`src/rtl/accel_loader.sv`:
```
// accel_loader
// ------------
// Host-side loader for the accelerator's two random-write register files.
// It takes a valid/ready word stream framed as
//   header (N-1 in the low ADDR_W bits), then N pairs of (InexRecur word, state word)
// and writes pair k to address k of both files. Each write appears one cycle after
// its word is accepted. It then raises is_start and holds it until acc_done_i.
//
// Optional build macro: LOAD_CHECKSUM_EN
//   When defined, one extra word follows the last pair. It must equal the XOR of
//   every frame word, header included. On a mismatch err_o is set and the loader
//   returns to idle without starting the accelerator. Data already written stays
//   in the register files.
//
// Handshake: a word transfers on a rising clk edge where in_valid && in_ready.
//   in_valid may drop at any time; the loader then waits in place. in_ready does
//   not depend on in_valid.
//
// Ports
//   clk, rst                       clock, synchronous active-high reset
//   in_valid / in_ready / in_data  32-bit input word stream
//   acc_done_i                     one-cycle completion pulse from the accelerator
//   ran_we_InexRecur / ran_w_addr_InexRecur / ran_w_data_InexRecur   InexRecur write port
//   ran_we_state / ran_w_addr_state / ran_w_data_state                state write port
//   is_start                       accelerator run enable
//   busy_o                         high whenever the loader is not idle
//   err_o                          sticky frame-format error, cleared by the next header
module accel_loader #(
    parameter int ADDR_W = 12,
    parameter int IR_W   = 32,
    parameter int ST_W   = 18
) (
    input  logic              clk,
    input  logic              rst,
    input  logic              in_valid,
    output logic              in_ready,
    input  logic [31:0]       in_data,
    input  logic              acc_done_i,
    output logic              ran_we_InexRecur,
    output logic [ADDR_W-1:0] ran_w_addr_InexRecur,
    output logic [IR_W-1:0]   ran_w_data_InexRecur,
    output logic              ran_we_state,
    output logic [ADDR_W-1:0] ran_w_addr_state,
    output logic [ST_W-1:0]   ran_w_data_state,
    output logic              is_start,
    output logic              busy_o,
    output logic              err_o
);

    typedef enum logic [2:0] {
        S_IDLE  = 3'd0,
        S_LD_IR = 3'd1,
        S_LD_ST = 3'd2,
        S_CHK   = 3'd3,
        S_GAP   = 3'd4,
        S_RUN   = 3'd5
    } state_t;

    state_t              r_state;
    state_t              w_next;
    logic                w_in_ready;
    logic                w_accept;
    logic [ADDR_W-1:0]   r_idx;
    logic [ADDR_W-1:0]   r_last;
    logic                r_err;
    logic                r_start;
    logic                r_we_ir;
    logic [ADDR_W-1:0]   r_addr_ir;
    logic [IR_W-1:0]     r_data_ir;
    logic                r_we_st;
    logic [ADDR_W-1:0]   r_addr_st;
    logic [ST_W-1:0]     r_data_st;
`ifdef LOAD_CHECKSUM_EN
    logic [31:0]         r_chk;
`endif

    // Next state and in_ready. in_valid is used directly, not w_accept, so this
    // block never depends on its own output.
    always_comb begin
        w_next     = r_state;
        w_in_ready = 1'b0;
        case (r_state)
            S_IDLE: begin
                w_in_ready = 1'b1;
                if (in_valid) w_next = S_LD_IR;
            end
            S_LD_IR: begin
                w_in_ready = 1'b1;
                if (in_valid) w_next = S_LD_ST;
            end
            S_LD_ST: begin
                w_in_ready = 1'b1;
                if (in_valid) begin
                    if (r_idx == r_last) begin
`ifdef LOAD_CHECKSUM_EN
                        w_next = S_CHK;
`else
                        w_next = S_GAP;
`endif
                    end else begin
                        w_next = S_LD_IR;
                    end
                end
            end
`ifdef LOAD_CHECKSUM_EN
            S_CHK: begin
                w_in_ready = 1'b1;
                if (in_valid) w_next = (in_data == r_chk) ? S_GAP : S_IDLE;
            end
`endif
            // The final state write is on the port during GAP. is_start therefore
            // rises only after that write has landed.
            S_GAP:   w_next = S_RUN;
            S_RUN:   if (acc_done_i) w_next = S_IDLE;
            default: w_next = S_IDLE;
        endcase
    end

    assign w_accept = in_valid & w_in_ready;

    always_ff @(posedge clk) begin
        if (rst) begin
            r_state   <= S_IDLE;
            r_idx     <= '0;
            r_last    <= '0;
            r_err     <= 1'b0;
            r_start   <= 1'b0;
            r_we_ir   <= 1'b0;
            r_addr_ir <= '0;
            r_data_ir <= '0;
            r_we_st   <= 1'b0;
            r_addr_st <= '0;
            r_data_st <= '0;
`ifdef LOAD_CHECKSUM_EN
            r_chk     <= '0;
`endif
        end else begin
            r_state <= w_next;
            r_we_ir <= 1'b0;
            r_we_st <= 1'b0;
            // Registered copy of "RUN next cycle". This is cycle-equivalent to
            // decoding S_RUN, but drives is_start straight from a flop.
            r_start <= (w_next == S_RUN);
            case (r_state)
                S_IDLE: if (w_accept) begin
                    r_last <= in_data[ADDR_W-1:0];
                    r_idx  <= '0;
                    r_err  <= |in_data[31:ADDR_W];
`ifdef LOAD_CHECKSUM_EN
                    r_chk  <= in_data;
`endif
                end
                S_LD_IR: if (w_accept) begin
                    r_we_ir   <= 1'b1;
                    r_addr_ir <= r_idx;
                    r_data_ir <= in_data[IR_W-1:0];
`ifdef LOAD_CHECKSUM_EN
                    r_chk     <= r_chk ^ in_data;
`endif
                end
                S_LD_ST: if (w_accept) begin
                    r_we_st   <= 1'b1;
                    r_addr_st <= r_idx;
                    r_data_st <= in_data[ST_W-1:0];
                    if (|in_data[31:ST_W]) r_err <= 1'b1;
                    // The index stops at the last entry, so an N=2**ADDR_W frame
                    // never wraps the index.
                    if (r_idx != r_last) r_idx <= r_idx + ADDR_W'(1);
`ifdef LOAD_CHECKSUM_EN
                    r_chk     <= r_chk ^ in_data;
`endif
                end
`ifdef LOAD_CHECKSUM_EN
                S_CHK: if (w_accept && (in_data != r_chk)) r_err <= 1'b1;
`endif
                default: ;
            endcase
        end
    end

    assign in_ready             = w_in_ready;
    assign busy_o               = (r_state != S_IDLE);
    assign err_o                = r_err;
    assign is_start             = r_start;
    assign ran_we_InexRecur     = r_we_ir;
    assign ran_w_addr_InexRecur = r_addr_ir;
    assign ran_w_data_InexRecur = r_data_ir;
    assign ran_we_state         = r_we_st;
    assign ran_w_addr_state     = r_addr_st;
    assign ran_w_data_state     = r_data_st;

endmodule

```
`config.mk`:
```
export PLATFORM = sky130hd
export DESIGN_NAME = accel_loader
export DESIGN_NICKNAME = d
export VERILOG_FILES = /design/src/rtl/accel_loader.sv
export SDC_FILE = /design/constraint.sdc
export NUM_CORES = 1
export LEC_CHECK = 0
export CAP_MARGIN = 5
export CORE_ASPECT_RATIO = 0.75
export CORE_MARGIN = 2
export CORE_UTILIZATION = 43
export CTS_CLUSTER_SIZE = 20
export DETAILED_ROUTE_END_ITERATION = 8
export PLACE_DENSITY = 0.87
export SLEW_MARGIN = 20
export SYNTH_ARGS = -nofsm -noshare
export SYNTH_HDL_FRONTEND = slang
export SYNTH_SLANG_ARGS = --single-unit
```
`constraint.sdc`:
```
create_clock -name clk -period 1.9 [get_ports clk]
set_input_delay 0.57 -clock clk [delete_from_list [all_inputs] [get_ports clk]]
set_output_delay 0.57 -clock clk [all_outputs]
set_load 0.05 [all_outputs]
```
==> summary.json, run 1 <==
{
  "synth-edff-count": 0,
  "postPlaceCellArea_sq_um": 5410,
  "holdCritStartpoint": "ran_w_data_InexRecur[13]",
  "ctsLongestPathBuffers": 2,
  "power.ir.vdd_worst_v": 0.000466,
  "design.die.area_sq_um": 10500,
  "postRouteAntennaNets": 0,
  "finalNetCount": 681,
  "initial_antenna_violation_count": 0,
  "synth.ff_latch_count": 105,
  "cp_data_arrival_time_ns": 1.30,
  "synth_top_area_cells": "dfxtp_1 50%, nand2_1 17%, a21oi_1 11%",
  "report.power.total_mw": 5.15,
  "synth_top_area_cell": "dfxtp_1",
  "count_of_final_hold_check_violations": 0,
  "worstRegToRegCells": 6,
  "regToRegSetupSlack_ns": 0.07,
  "pin_count": 116,
  "post_drt_wl_per_cell_um": 15.4,
  "synthDominantCellAreaShare_pct": 50.3,
  "synth_common_cells": "185 x nand2_1, 105 x dfxtp_1, 93 x a21oi_1",
  "gp_routability_congestion": 0.933,
  "final_setup_fails": 0,
  "postLayoutCellArea_sq_um": 5770,
  "grt_pass1_wl_um": 18800,
  "p_int_mw": 3.63,
  "hold_depth": 2,
  "port_buffers": 115,
  "synthDistinctLibCells": 43,
  "fin_worst_hold_slack_ns": 0.458,
  "critical-path-top-delay-family": "buffers and inverters",
  "power.clock.fraction_pct": 35.5,
  "drt-total-wl_um": 12000,
  "timing.critical_path.from_type": "register",
  "post-route-period-util_pct": 98.3,
  "cts-buffers-inserted": 9,
  "placed_cells": 764,
  "core_sq_um": 9540,
  "detailedRoute.firstPassIterationCount": 5,
  "power.share.sequential_pct": 45.6,
  "drt-initial-drc-count": 382,
  "clkTransAtPathRegs_ns": 0.07,
  "initial_utilization_pct": 43.8,
  "worst_path_max_delay_cell": "dfxtp_1",
  "sw_frac_of_total_pct": 29.6,
  "worstPathMaxFanout": 9,
  "fp.dieH_um": 89.4,
  "worstSetupEndpointType": "primary output",
  "drcViolationCount": 0,
  "grt_util_met2_pct": 38.2,
  "number_of_hold_buffers_added_after_cts": 0,
  "met3_usage_pct": 6.76,
  "slew_at_the_pin_closest_to_its_max_slew_limit_ns": 0.517,
  "drive_above_1_share_pct": 23.9,
  "power_switching_mw": 1.53,
  "busiest_layer": "met2",
  "grt_residual_overflow": 0,
  "avgSynthCellArea_sq_um": 8.03,
  "dominantRegCellSynth": "dfxtp_1",
  "final_core_util_pct": 60.5,
  "path_class": "reg2out",
  "timing.max_slew.rel_slack_pct": 65.4,
  "syn_nets": 558,
  "timing.clock.skew_ns": 0.00555,
  "timing.critical_path.cells": "buf_4 > a21oi_1 > buf_12",
  "power-per-cell-area_nw_per_um2": 893,
  "worst-endpoint-required_ns": 1.33,
  "layout_setup_ws_ns": 0.0323,
  "r2r-start": "r_idx[1]",
  "fmax_mhz": 535,
  "track_usage_pct": 22.4,
  "syn-cell-area_sq_um": 4180,
  "maxSlewViolCount": 0,
  "grt_max_degree": 46,
  "post-route-min-period_ns": 1.87,
  "insertion_delay_ns": 0.34,
  "flow.area_growth_from_synthesis_pct": 38.0,
  "syn_inst": 521,
  "synth_most_common_cell": "nand2_1",
  "worst_hold_path_type": "reg2reg",
  "clock_tree.root_cell": "clkbuf_16",
  "fp-row-count": 31,
  "htreeDepth": 3,
  "outcome": "finished clean",
  "rr_endpoint": "r_idx[10]",
  "synth-async-reset-ratio_pct": 0,
  "groute.layer.met1.usage_pct": 28.1,
  "timing.hold.worst_endpoint": "ran_w_data_InexRecur[13]",
  "synth-warning-count": 0,
  "number_of_fillers_in_the_final_layout": 808,
  "fin_cells": 781,
  "avgViaCountPerCell": 5.23,
  "antenna_cells_inserted": 0,
  "route.vias.total": 4088,
  "place.detailed.hpwl_um": 8630,
  "critical_path.max_stage_delay_ns": 0.33,
  "clock_sinks": 105,
  "cap_violations": 0,
  "worst-path-buf-inv": 2,
  "power_frac_comb_pct": 18.9,
  "dpl_worst_slack_ns": -0.424,
  "yosysSeqAreaShare_pct": 50.3,
  "grt_pass1_vias": 3807,
  "die-width_um": 118,
  "cts_tree": "yes",
  "fin_tns_setup_ns": 0,
  "power.static_leakage_nw": 2.21
}
## per-layer routing
layer / wire, um / up-vias
met5: 0 / -
met4: 182 / 0
met3: 942 / 25
met2: 5680 / 189
met1: 5190 / 1884
li1: - / 1990
## power groups by stage
stage | combinational (mW) | sequential (mW) | clock, mW
after floorplan | 0.392 | 2.59 | 0
after global placement | 0.929 | 2.39 | 0
after detailed placement | 0.950 | 2.40 | 0
after CTS | 0.967 | 2.35 | 1.85
after global routing | 1.04 | 2.36 | 1.94
final | 0.974 | 2.35 | 1.83
## state kept, by name (all words and copies together), names as in the netlist, 3 cells and up
name and flops:
ran_w_data_state 18, ran_w_addr_InexRecur 12, ran_w_data_InexRecur 32, ran_w_addr_state 12, r_state 3, r_idx 12
r_last 12
## worst max path at each step
| stage | slack [ns] | from | cells past startpoint | endpoint |
|---|---|---|---|---|
| floorplan | 0.06 | r_state[1] | 2 | in_ready |
| global placement | -0.36 | in_valid | 6 | r_idx[11] |
| detailed placement | -0.42 | in_valid | 5 | r_idx[6] |
| CTS | 0.02 | r_idx[0] | 6 | r_idx[10] |
| global route | -0.004 | r_state[2] | 4 | busy_o |
| finish | 0.03 | r_state[0] | 3 | in_ready |
## worst reg2reg max path, delay by kind of cell, from the launching register on
kind / cells / cell delay [ns]
simple gates: 4 / 1.06
fa+ha+maj: 1 / 0.18
flops: 1 / 0.37
compound gates: 1 / 0.15
## layout make-up
cell class / count / area (sq um) / share of cell area (%)
flip-flops and latches: 105 / 2110 / 36.5
multi-input cells: 371 / 1880 / 32.6
repair buffers: 153 / 1300 / 22.5
clock buffers: 11 / 253 / 4.38
well taps: 132 / 165 / 2.86
clock inverters: 5 / 51.3 / 0.889
inverters: 4 / 15.0 / 0.260
## logic make-up after synthesis
group                    after synthesis  share of synthesized area, %
AND/OR/NAND/NOR                      240                          25.6
AO/OA/AOI/OAI                        117                          15.3
flip-flops                           105                          50.3
XOR/XNOR                              13                          2.72
buffers and inverters                 45                          5.80
adder cells (fa/ha/maj)                1                         0.299
## timing repair
item / in CTS / in global routing
endpoints found under the setup margin: 21 / 4
gates resized for setup: 8 / 6
gates cloned: 0 / 0
buffers inserted: 1 / 0
pin swaps: 1 / 0
## layout by cell type (no fill, tap or decap), drive strengths merged, types with 4 or more instances in the layout
cell / n
nand2: 185
buf: 119
dfxtp: 105
a21oi: 93
clkdlybuf4s50: 33
xnor2: 12
clkbuf: 11
nand3: 9
o21ai: 6
nor2: 6
nor4: 6
nand4: 5
or3: 5
clkinv: 5
inv: 4
a31oi: 4
and3: 4
or4: 4
nor3: 4
Power figures use the tool's default switching activity.
==> inputs of run 2 (changes only) <==
- CORE_UTILIZATION: 43 -> 45
- CTS_BUF_LIST: not set -> sky130_fd_sc_hd__clkbuf_4 sky130_fd_sc_hd__clkbuf_8
- HOLD_SLACK_MARGIN: not set -> 0.06
- PLACE_DENSITY: 0.87 -> 0.9
==> run 2 against run 1 <==
Against the previous run: clock power is 12% lower; die area is 4.3% lower; wire length is 2.5% higher; global-route usage is 1.2 points higher; combinational power is 0.8% higher; design area is 2.3% lower; count of clock-buffer cells in the layout is 1 lower; via count is 3.3% higher; register-to-register slack hardly changed; critical path depth is 1 higher; sequential share of layout area is 0.94 points higher; core utilization is 1.9 points higher; critical endpoint is now busy_o; largest power group unchanged.
==> summary.json, run 2 (synthesized netlist as in run 1, its figures left out) <==
{
  "power.static_leakage_nw": 2.14,
  "grt_pass1_vias": 3941,
  "timing.hold.worst_endpoint": "ran_w_addr_state[1]",
  "postPlaceCellArea_sq_um": 5360,
  "initial_utilization_pct": 46.2,
  "fp-row-count": 30,
  "cts_tree": "yes",
  "ctsLongestPathBuffers": 2,
  "insertion_delay_ns": 0.38,
  "post-route-min-period_ns": 1.85,
  "die-width_um": 115,
  "place.detailed.hpwl_um": 8380,
  "clock_tree.root_cell": "clkbuf_8",
  "regToRegSetupSlack_ns": 0.07,
  "largest_register_ff_count": 32,
  "worstSetupEndpointType": "primary output",
  "pin_count": 116,
  "flow.area_growth_from_synthesis_pct": 34.8,
  "detailedRoute.firstPassIterationCount": 5,
  "detailroute.wirelength.met2_um": 5900,
  "gp_routability_congestion": 0.946,
  "cts-buffers-inserted": 9,
  "holdCritStartpoint": "ran_w_addr_state[1]",
  "post_drt_wl_per_cell_um": 15.9,
  "worst_path_max_delay_cell": "dfxtp_1",
  "layout.cells.most_common_list": "184 x nand2_1, 107 x buf_4, 98 x dfxtp_1",
  "worst-endpoint-required_ns": 1.33,
  "critical-path-top-delay-family": "flip-flops",
  "worstRegToRegCells": 6,
  "clkTransAtPathRegs_ns": 0.10,
  "outcome": "finished clean",
  "cts_post_setup_buffers_inserted": 0,
  "fmax_mhz": 540,
  "avgViaCountPerCell": 5.47,
  "timing.clock.skew_ns": 0.0141,
  "fp.dieH_um": 87.5,
  "cap_violations": 0,
  "initial_antenna_violation_count": 0,
  "timing.max_slew.rel_slack_pct": 73.9,
  "power-per-cell-area_nw_per_um2": 877,
  "count_of_final_hold_check_violations": 0,
  "antenna_cells_inserted": 0,
  "hold_depth": 2,
  "cp_data_arrival_time_ns": 1.28,
  "grt_residual_overflow": 0,
  "slew_at_the_pin_closest_to_its_max_slew_limit_ns": 0.390,
  "final_setup_fails": 0,
  "port_buffers": 115,
  "number_of_hold_buffers_added_after_cts": 0,
  "timing.critical_path.from_type": "register",
  "core_sq_um": 9050,
  "worst-path-buf-inv": 2,
  "drive_above_1_share_pct": 23.3,
  "met3_wirelength_um": 1160,
  "postLayoutCellArea_sq_um": 5640,
  "track_usage_pct": 23.6,
  "route.vias.total": 4221,
  "post-route-period-util_pct": 97.5,
  "maxSlewViolCount": 0,
  "r2r-start": "r_idx[0]",
  "rr_endpoint": "r_idx[10]",
  "clock_sinks": 105,
  "worst_hold_path_type": "reg2reg",
  "mostFrequentLayoutCell": "nand2_1",
  "grt_pass1_wl_um": 18600,
  "number_of_fillers_in_the_final_layout": 750,
  "postRouteAntennaNets": 0,
  "critical_path.max_stage_delay_ns": 0.35,
  "worstPathMaxFanout": 10,
  "design.die.area_sq_um": 10100,
  "timing.critical_path.cells": "buf_4 > nor2_4 > nand2_2 > buf_12",
  "path_class": "reg2out",
  "drt-initial-drc-count": 406,
  "grt_max_degree": 58,
  "finalNetCount": 675,
  "drt-total-wl_um": 12300,
  "fin_tns_setup_ns": 0,
  "m1WireLength_um": 5030,
  "htreeDepth": 3,
  "routed.top_layer": "met4",
  "drcViolationCount": 0,
  "power.ir.vdd_worst_v": 0.000544
}
run 2: area by class of cell:
type                            instances  area, sq um  share of cell area (%)
Tap cell                              128          160                    2.84
Timing Repair Buffer                  147         1250                    22.1
Inverter                                4         15.0                   0.266
Sequential cell                       105         2110                    37.4
Multi-Input combinational cell        371         1870                    33.1
Clock buffer                           10          138                    2.44
Clock inverter                          6          101                    1.80
run 2: where the power goes:
part           leakage, nW  switching [mW]  total (mW)  internal, mW
registers            0.854          0.0628        2.35          2.29
clock network        0.116           0.811        1.61         0.796
logic                 1.17           0.630       0.982         0.352
run 2: worst min-delay path: cells and delay by family (launching register included):
kind / cells / cell delay [ns]
flops: 1 / 0.32
simple gates: 1 / 0.05
compound gates: 1 / 0.05
run 2: worst max path at each step:
stage | from | endpoint | slack [ns] | depth (start not counted)
final | r_state[2] | busy_o | 0.05 | 4
after global routing | r_state[2] | busy_o | -0.02 | 4
after CTS | r_state[2] | busy_o | 0.01 | 4
after detailed placement | in_valid | r_idx[7] | -0.43 | 5
after global placement | in_valid | r_idx[11] | -0.39 | 6
after floorplan | r_state[1] | in_ready | 0.06 | 2
run 2: metal layers:
metal	up-vias	track usage (%)
li1	1973	-
met3	27	6.96
met1	1985	29.3
met4	0	5.15
met2	236	40.7
met5	-	0
run 2: what timing repair did:
item	CTS	global route
resized for setup	8	7
pin swaps	4	1
endpoints found under the setup margin	11	7
run 2: metrics by stage:
step | cells | setup slack (ns) | utilization, % | hold WS [ns] | power (mW)
after global placement | 755 | -0.387 | 59.3 | 0.443 | 3.33
after detailed placement | 755 | -0.434 | 59.3 | 0.447 | 3.36
after floorplan | 521 | 0.0605 | - | 0.450 | 2.99
final | 771 | 0.0480 | 62.3 | 0.458 | 4.94
after CTS | 771 | 0.00956 | 62.2 | 0.462 | 4.94
after global routing | 771 | -0.0152 | 62.3 | 0.479 | 5.12
==> inputs of run 3 (changes only) <==
- CORE_UTILIZATION: 45 -> 59
- DONT_BUFFER_PORTS: not set -> 1
- PLACE_DENSITY: 0.9 -> 0.89
==> run 3 against run 2 <==
Against the previous run: power shrank 6.9%; global-route usage grew 2.6 points; core utilization grew 3.5 points; register-to-register slack is essentially flat; design area shrank 20%; flip-flop and latch count is the same; clock skew grew 0.00070 ns; largest power group unchanged; worst setup slack gained 0.025 ns; die area shrank 23%; largest cell class unchanged; cell count shrank 22%.
==> summary.json, run 3 (synthesized netlist as in run 1, its figures left out) <==
{
  "timing.critical_path.from_type": "register",
  "power-per-cell-area_nw_per_um2": 1020,
  "timing.max_slew.rel_slack_pct": 62.0,
  "layout_setup_ws_ns": 0.0726,
  "worst-endpoint-required_ns": 1.33,
  "count_of_final_hold_check_violations": 0,
  "dpl_worst_slack_ns": 0.0368,
  "grt_residual_overflow": 0,
  "number_of_hold_buffers_added_after_cts": 0,
  "die-width_um": 101,
  "initial_utilization_pct": 61.2,
  "maxSlewViolCount": 0,
  "postPlaceCellArea_sq_um": 4240,
  "power_switching_mw": 1.33,
  "power.share.sequential_pct": 55.7,
  "cp_data_arrival_time_ns": 1.26,
  "p_int_mw": 3.27,
  "port_buffers": 0,
  "post-route-min-period_ns": 1.83,
  "fp-row-count": 26,
  "final_setup_fails": 0,
  "htreeDepth": 3,
  "outcome": "finished clean",
  "sw_frac_of_total_pct": 28.9,
  "avgViaCountPerCell": 5.97,
  "cap_violations": 0,
  "path_class": "reg2out",
  "drt-initial-drc-count": 275,
  "cts-buffers-inserted": 9,
  "drt-total-wl_um": 10300,
  "worst_hold_path_type": "in2reg",
  "core_sq_um": 6830,
  "timing.clock.skew_ns": 0.0148,
  "place.detailed.hpwl_um": 7290,
  "cts.repair.resized": 0,
  "insertion_delay_ns": 0.38,
  "cts_tree": "yes",
  "gp_routability_congestion": 0.970,
  "fp.dieH_um": 76.9,
  "grt_pass1_vias": 3378,
  "route.vias.total": 3587,
  "clock_sinks": 105,
  "power_frac_comb_pct": 10.6,
  "drcViolationCount": 0,
  "ctsLongestPathBuffers": 2,
  "detailedRoute.firstPassIterationCount": 5,
  "report.power.total_mw": 4.60,
  "grt_pass1_wl_um": 16100,
  "fin_tns_setup_ns": 0,
  "clkTransAtPathRegs_ns": 0.09,
  "power.ir.vdd_worst_v": 0.000478,
  "initial_antenna_violation_count": 0,
  "power.static_leakage_nw": 1.50,
  "power.clock.fraction_pct": 33.7,
  "worstSetupEndpointType": "primary output",
  "post_drt_wl_per_cell_um": 17.1,
  "post-route-period-util_pct": 96.2,
  "finalNetCount": 549,
  "regToRegSetupSlack_ns": 0.08,
  "slew_at_the_pin_closest_to_its_max_slew_limit_ns": 0.570,
  "drive_above_1_share_pct": 10.6,
  "postLayoutCellArea_sq_um": 4500,
  "mostFrequentLayoutCell": "nand2_1",
  "track_usage_pct": 26.2,
  "layout.cells.most_common_list": "185 x nand2_1, 100 x dfxtp_1, 92 x a21oi_1",
  "rsz0062_at_grt": "yes",
  "largest_register_ff_count": 32,
  "design.die.area_sq_um": 7780,
  "worstPathMaxFanout": 10,
  "fmax_mhz": 547,
  "clock_tree.root_cell": "clkbuf_8",
  "pin_count": 116,
  "postRouteAntennaNets": 0,
  "antenna_cells_inserted": 0,
  "flow.area_growth_from_synthesis_pct": 7.51,
  "grt_max_degree": 101,
  "cts_post_setup_buffers_inserted": 0
}
## run 3: cell count changes in the layout (fill, tap and decap cells not counted), moves of 2 or more
cell,delta
buf_12,-3
dfxtp_2,-2
clkdlybuf4s50_1,-33
buf_4,-89
dfxtp_1,+2
## run 3: through the flow
step	instances	hold slack, ns	util (%)
final	601	0.261	65.8
after global routing	601	0.252	65.8
after CTS	601	0.247	65.5
after detailed placement	585	0.462	62.1
after global placement	585	0.452	62.1
after floorplan	521	0.450	-
## run 3: worst max-delay path, cell delays in order (launching register included)
cell,delay [ns]
dfxtp_1,0.35
buf_4,0.18
nor2_2,0.13
nand2_1,0.07
buf_6,0.16
## run 3: power by group through the flow
| stage | Clock, mW | Sequential (mW) | Combinational [mW] |
|---|---|---|---|
| finish | 1.55 | 2.56 | 0.488 |
| detailed placement | 0 | 2.62 | 0.475 |
| global placement | 0 | 2.61 | 0.456 |
| floorplan | 0 | 2.59 | 0.392 |
| global route | 1.65 | 2.58 | 0.541 |
| CTS | 1.56 | 2.56 | 0.475 |
## run 3: per-layer routing
metal	vias to the layer above	part of all wire, %	track usage [%]
met2	191	45	41.7
met5	-	0	0
met1	1663	41	32.8
li1	1714	-	-
met3	19	12	10.7
met4	0	1.5	7.43
## run 3: layout make-up
cell class	instances	area, sq um
Clock buffer	11	145
Clock inverter	5	87.6
Fill cell	582	2340
Inverter	4	15.0
Multi-Input combinational cell	371	1850
Sequential cell	105	2110
Tap cell	84	105
Timing Repair Buffer	21	186
## run 3: worst paths after layout
path / from / to / depth (start not counted)
worst min register to register: r_last[4] / r_last[4] / 2
worst min-delay path: rst / ran_w_data_InexRecur[15] / 1
worst max register to register: r_idx[0] / r_idx[10] / 6
worst max-delay path: r_state[2] / busy_o / 4
